## config.mk

```make
export PLATFORM = sky130hd
export DESIGN_NAME = sb1287_drive_ctrl
export DESIGN_NICKNAME = d
export VERILOG_FILES = /design/src/rtl/sb1287_drive_ctrl.sv
export SDC_FILE = /design/constraint.sdc
export NUM_CORES = 1
export LEC_CHECK = 0
export BUFFER_PORTS_ARGS = -buffer_cell sky130_fd_sc_hd__buf_2
export CAP_MARGIN = 20
export CORE_AREA = 5 5 148 150
export CTS_CLUSTER_SIZE = 14
export DETAILED_ROUTE_END_ITERATION = 10
export DIE_AREA = 0 0 153 155
export PLACE_DENSITY_LB_ADDON = 0.05
export RECOVER_POWER = 25
export SYNTH_ARGS = -nofsm -noshare
export SYNTH_HDL_FRONTEND = slang
export SYNTH_SLANG_ARGS = --single-unit
```

## constraint.sdc

```tcl
create_clock -name clk -period 5.24 [get_ports clk]
set_input_delay 0.262 -clock clk [delete_from_list [all_inputs] [get_ports clk]]
set_output_delay 0.262 -clock clk [all_outputs]
set_load 0.1 [all_outputs]
```

## src/rtl/sb1287_drive_ctrl.sv

```systemverilog
// sb1287_drive_ctrl: two-motor H-bridge drive with PWM speed control,
// soft-start duty ramp and forced coast dead-time on reversal.
module sb1287_drive_ctrl #(
    parameter int PWM_WIDTH   = 8,
    parameter int PWM_DIV     = 4,
    parameter int RAMP_DIV    = 1024,
    parameter int RAMP_STEP   = 8,
    parameter int DEAD_CYCLES = 50000
) (
    input  logic                 clk,
    input  logic                 rst_n,
    input  logic [2:0]           motion,
    input  logic [PWM_WIDTH-1:0] speed,
    output logic [3:0]           level_shift_input,
    output logic [PWM_WIDTH-1:0] duty_l,
    output logic [PWM_WIDTH-1:0] duty_r,
    output logic                 busy
);
    localparam int W  = PWM_WIDTH;
    localparam int PW = $clog2(PWM_DIV + 1);
    localparam int RW = $clog2(RAMP_DIV + 1);
    localparam int DW = $clog2(DEAD_CYCLES + 1);

    typedef enum logic [1:0] {COAST, RUN, DEAD} mstate_t;

    logic [2:0]    motion_q;
    logic [W-1:0]  speed_q;
    logic [PW-1:0] pdiv;
    logic [W-1:0]  cnt;
    logic [RW-1:0] rdiv;
    logic          tick;

    // index 0 = left, 1 = right; dir 1 means CCW
    logic [1:0]          tgt_v, tgt_d;
    mstate_t [1:0]       st, st_n;
    logic [1:0]          dir, dir_n;
    logic [1:0][DW-1:0]  dcnt, dcnt_n;
    logic [1:0][W-1:0]   duty, duty_n;

    always_comb begin
        tgt_v = 2'b00;
        tgt_d = 2'b00;
        unique case (motion_q)
            3'd1: tgt_v = 2'b11;
            3'd2: tgt_v = 2'b10;
            3'd3: tgt_v = 2'b01;
            3'd4: begin tgt_v = 2'b11; tgt_d = 2'b11; end
            3'd5: begin tgt_v = 2'b11; tgt_d = 2'b01; end
            3'd6: begin tgt_v = 2'b11; tgt_d = 2'b10; end
            default: ;
        endcase
    end

    always_ff @(posedge clk or negedge rst_n) begin
        if (!rst_n) begin
            motion_q <= '0;
            speed_q  <= '0;
            pdiv     <= '0;
            cnt      <= '0;
            rdiv     <= '0;
            tick     <= 1'b0;
        end else begin
            motion_q <= motion;
            speed_q  <= speed;
            if (pdiv == PW'(PWM_DIV - 1)) begin
                pdiv <= '0;
                cnt  <= cnt + 1'b1;
            end else begin
                pdiv <= pdiv + 1'b1;
            end
            if (rdiv == RW'(RAMP_DIV - 1)) begin
                rdiv <= '0;
                tick <= 1'b1;
            end else begin
                rdiv <= rdiv + 1'b1;
                tick <= 1'b0;
            end
        end
    end

    always_comb begin
        logic [W:0] sum;
        st_n   = st;
        dir_n  = dir;
        dcnt_n = dcnt;
        duty_n = duty;
        sum    = '0;
        for (int m = 0; m < 2; m++) begin
            // one extra bit so the ramp saturates instead of wrapping
            sum = {1'b0, duty[m]} + (W+1)'(RAMP_STEP);
            unique case (st[m])
                COAST: begin
                    duty_n[m] = '0;
                    if (tgt_v[m]) begin
                        st_n[m]  = RUN;
                        dir_n[m] = tgt_d[m];
                    end
                end
                RUN: begin
                    if (!tgt_v[m]) begin
                        st_n[m]   = COAST;
                        duty_n[m] = '0;
                    end else if (tgt_d[m] != dir[m]) begin
                        st_n[m]   = DEAD;
                        dir_n[m]  = tgt_d[m];
                        dcnt_n[m] = DW'(DEAD_CYCLES - 1);
                        duty_n[m] = '0;
                    end else if (duty[m] > speed_q) begin
                        duty_n[m] = speed_q;
                    end else if (tick && duty[m] < speed_q) begin
                        duty_n[m] = (sum > {1'b0, speed_q}) ?
                                    speed_q : sum[W-1:0];
                    end
                end
                DEAD: begin
                    duty_n[m] = '0;
                    dir_n[m]  = tgt_d[m];
                    if (!tgt_v[m]) begin
                        st_n[m]   = COAST;
                        dcnt_n[m] = '0;
                    end else if (dcnt[m] == '0) begin
                        st_n[m] = RUN;
                    end else begin
                        dcnt_n[m] = dcnt[m] - 1'b1;
                    end
                end
                default: begin
                    st_n[m]   = COAST;
                    duty_n[m] = '0;
                end
            endcase
        end
    end

    always_ff @(posedge clk or negedge rst_n) begin
        if (!rst_n) begin
            st   <= {COAST, COAST};
            dir  <= '0;
            dcnt <= '0;
            duty <= '0;
        end else begin
            st   <= st_n;
            dir  <= dir_n;
            dcnt <= dcnt_n;
            duty <= duty_n;
        end
    end

    // returns {b, a}; only one pin can ever be driven
    function automatic logic [1:0] pins(mstate_t s, logic d, logic on);
        if (s != RUN) return 2'b00;
        return d ? {on, 1'b0} : {1'b0, on};
    endfunction

    always_ff @(posedge clk or negedge rst_n) begin
        if (!rst_n) begin
            level_shift_input <= '0;
            busy              <= 1'b0;
        end else begin
            level_shift_input <= {pins(st[1], dir[1], cnt < duty[1]),
                                  pins(st[0], dir[0], cnt < duty[0])};
            busy <= (st[0] == DEAD) | (st[1] == DEAD);
        end
    end

    assign duty_l = duty[0];
    assign duty_r = duty[1];

endmodule

```

==> run metrics <==
Synth Area in Simple Gates 21.3%; CTS root buffer clkbuf_16; Max Clk Rate 0.300 GHz; Final HPWL DP 10700 µm; sw frac 33.4%; Pleak 0.00283 µW; layout cells sized above 1 10.1%; final setup skew 0.0104 ns; Power Density 333 nW/µm²; vias per std cell 4.84; Netlist cell types 60; Filler cells 2177; drt pass-1 iters 6; FF-to-FF path depth 11; routability cong. 0.763; Final Non-Filler Cells 917; CTS tree done; hold depth 1; RSZ-0062 raised after global routing false; area of the core 20600 µm²; sequential power share 44.0%; Clock power frac 34.1%; Placed Instances 898; Hold Path End speed_q[5]; CP startpoint kind register; # setup viols final 0; Pins Over Slew Limit 42; Pint 1410 µW; largest net degree at the start of global routing 54; wire length per cell 15.8 µm; final worst slack 1.90 ns; # IOs 34; 1st-iter DRT viols 203; mux contribution to synthesized area 2.02%; Ys Warns 0; Logic pwr share 22.0%; failing checks capacitance limit, slew limit; status finished with violations; die height 155 µm; Worst Tran Pin Value 2.31 ns; Yosys reg bits 93; Syn Area/Cell 9.25 µm²; sw power 709 µW; dpl ws 1.87 ns; xor/xnor cell area share of the yosys netlist 4.55%; worst r2r src duty_r[4]; Synth Area in Adders 10.5%; design area 6370 µm²; GRT Total Usage 12.8%; Routed WL 14500 µm; H-tree depth 3; min-delay src speed[5]; sequential-to-total area share from yosys stat 41.7%; Critical R2R Capture duty_r[6]; CTS buffer count 9; Hold WC Path Type input port to register; arrival time worst endpoint 3.60 ns; most common flop cell mapped by yosys dfrtp_1; DIE WIDTH 153 µm; antenna cells 0; DR vias 4435; Max Cap Viol 1; Synth area leaders dfrtp_1 (42%), ha_1 (11%), nor2_1 (4.8%); Bufs on Longest Clock Path 2; Initial Util 27.1%; number of synthesized flops with an enable pin 0; synthesized netlist cell count 603; vias in the first global route 4553; CP endpoint kind register; Final Cycle Share 63.7%; Congestion Overflow GR 0; Die Area 23700 µm²; clock-pin transition on the worst setup and hold timing paths 0.07 ns; crit-path max FO 11; Slew headroom -53.8%; Reg2Reg Setup Slack 1.90 ns; largest family of logic cells by synthesized area simple AND/OR/NAND/NOR gates; initial antenna violation count 0; minimum clock period 3.34 ns; Syn Nets 663; Area after DPL 6020 µm²; Peak supply drop 0.152 mV; Final Power 2120 µW; first-pass GRT wire length 24400 µm; Final ANT Viol Nets 0; Post-synth ARST share 100%; Net count, final 697; setup bufs post-CTS 0; synthesized cell area 5580 µm²; cell row count 53; P&R area growth vs syn 14.2%; Compound-Gate Fraction of Synth Area 16.2%; area leader, netlist dfrtp_1; Req. time, crit path 5.51 ns; worst skew pair latency 0.35 ns; Synth top area share 41.7%; Sink Count 93; final hold viol count 0; setup TNS 0 ns; crit path kind register to register; IO Port Bufs 33; DRC 0
## cell usage after synthesis, types with 2 or more instances
cell and instances:
a2111oi_0 3, a21o_1 10, a21oi_1 46, a22oi_1 2, a31oi_1 6, and2_1 3, and3_1 7, and4_1 2
buf_6 3, clkbuf_1 9, dfrtp_1 93, ha_1 47, inv_1 35, mux2_2 2, mux2i_1 9, nand2_1 36
nand2b_1 13, nand3_1 27, nand4_1 5, nor2_1 71, nor2b_1 15, nor3_1 20, nor4_1 4, o2111ai_1 2
o211ai_1 5, o21a_1 4, o21ai_0 21, o21bai_1 5, o22a_1 8, o311ai_0 2, o31a_1 2, o31ai_1 4
o32ai_1 3, or2_2 6, or3_1 15, or3b_2 2, or4_1 6, xnor2_1 18, xor2_1 11
## flip-flops by register name (all words and copies together) (netlist names)
| register | cells |
|---|---|
| dcnt | 32 |
| rdiv | 11 |
| cnt | 8 |
| duty_l | 8 |
| duty_r | 8 |
| speed_q | 8 |
| level_shift_input | 4 |
| st | 4 |
| motion_q | 3 |
| pdiv | 3 |
| dir | 2 |
| busy | 1 |
| tick | 1 |
## kinds of logic (layout without fill, tap and decap cells)
kind of cell,Yosys count,after routing
adders and majority gates,47,47
DFF,93,93
xor gates and xnor gates,29,29
and+or+nand+nor,237,237
AOI/OAI and AO/OA,137,137
buffers and inverters,49,88
muxes,11,11
## layout by cell type (no fill, tap or decap), drive strengths merged, types with 10 or more instances in the layout
cell | Yosys | routed
nor2 | 71 | 71
clkbuf | 9 | 10
xnor2 | 18 | 18
a21o | 10 | 10
a21oi | 47 | 47
nor2b | 15 | 15
ha | 47 | 47
o21ai | 23 | 23
nand3 | 27 | 27
dfrtp | 93 | 93
inv | 35 | 36
buf | 5 | 33
xor2 | 11 | 11
nor3 | 20 | 20
or3 | 15 | 15
nand2 | 36 | 36
nand2b | 13 | 13
## worst max-delay path by stage
stage                     startpoint   endpoint  slack, ns
after floorplan            duty_l[3]  duty_l[4]       1.64
after global placement     duty_r[4]  duty_r[6]       1.85
after detailed placement   duty_r[4]  duty_r[6]       1.87
after CTS                  duty_r[4]  duty_r[6]       1.84
after global routing       duty_r[4]  duty_r[6]       1.61
final                      duty_r[4]  duty_r[6]       1.90
## power by group through the flow
stage	combinational [µW]	clock, µW	sequential [µW]
floorplan	359	0	928
global placement	471	0	945
detailed placement	473	0	944
CTS	476	758	932
global route	534	779	956
finish	467	723	934
## metrics by stage
| step | utilization (%) | hold slack (ns) |
|---|---|---|
| 4_1_cts | 31.0 | 0.000593 |
| 3_5_place_dp | 29.3 | 0.287 |
| 2_1_floorplan | - | -0.0336 |
| 3_3_place_gp | 29.3 | 0.281 |
| 5_1_grt | 31.0 | 0.000278 |
| 6_report | 31.0 | 0.0170 |
## what timing repair did
item                                    in CTS  in global routing
hold endpoints to repair                    42                  0
endpoints found under the setup margin       0                  0
hold buffers                                 3                  0
resized for setup                            0                  0
## area by class of cell
class	count	area (µm²)	share of cell area (%)
tap	275	344	5.40
inverter	35	131	2.06
sequential	93	2330	36.5
multi-input combinational	461	3050	47.8
clock inverter	7	98.8	1.55
clock buffer	9	225	3.53
timing repair buffer	37	201	3.16
## layer usage
metal | part of all wire, % | GRT usage [%]
met3 | 2.7 | 2.36
met1 | 48 | 17.1
met2 | 47 | 21.2
met4 | 1.5 | 4.03
met5 | 0 | 0
## critical path, stage by stage, from the launching register on
cell	delay (ns)
dfrtp_1	0.51
ha_1	0.29
nand3_1	0.11
xnor2_1	0.22
ha_1	0.28
nand3_1	0.11
nor2_1	0.07
a2111oi_0	0.45
o32a_1	0.28
nand2b_1	0.27
or4_1	0.56
o211ai_1	0.10
No activity file was read; power rests on OpenSTA's default activity.
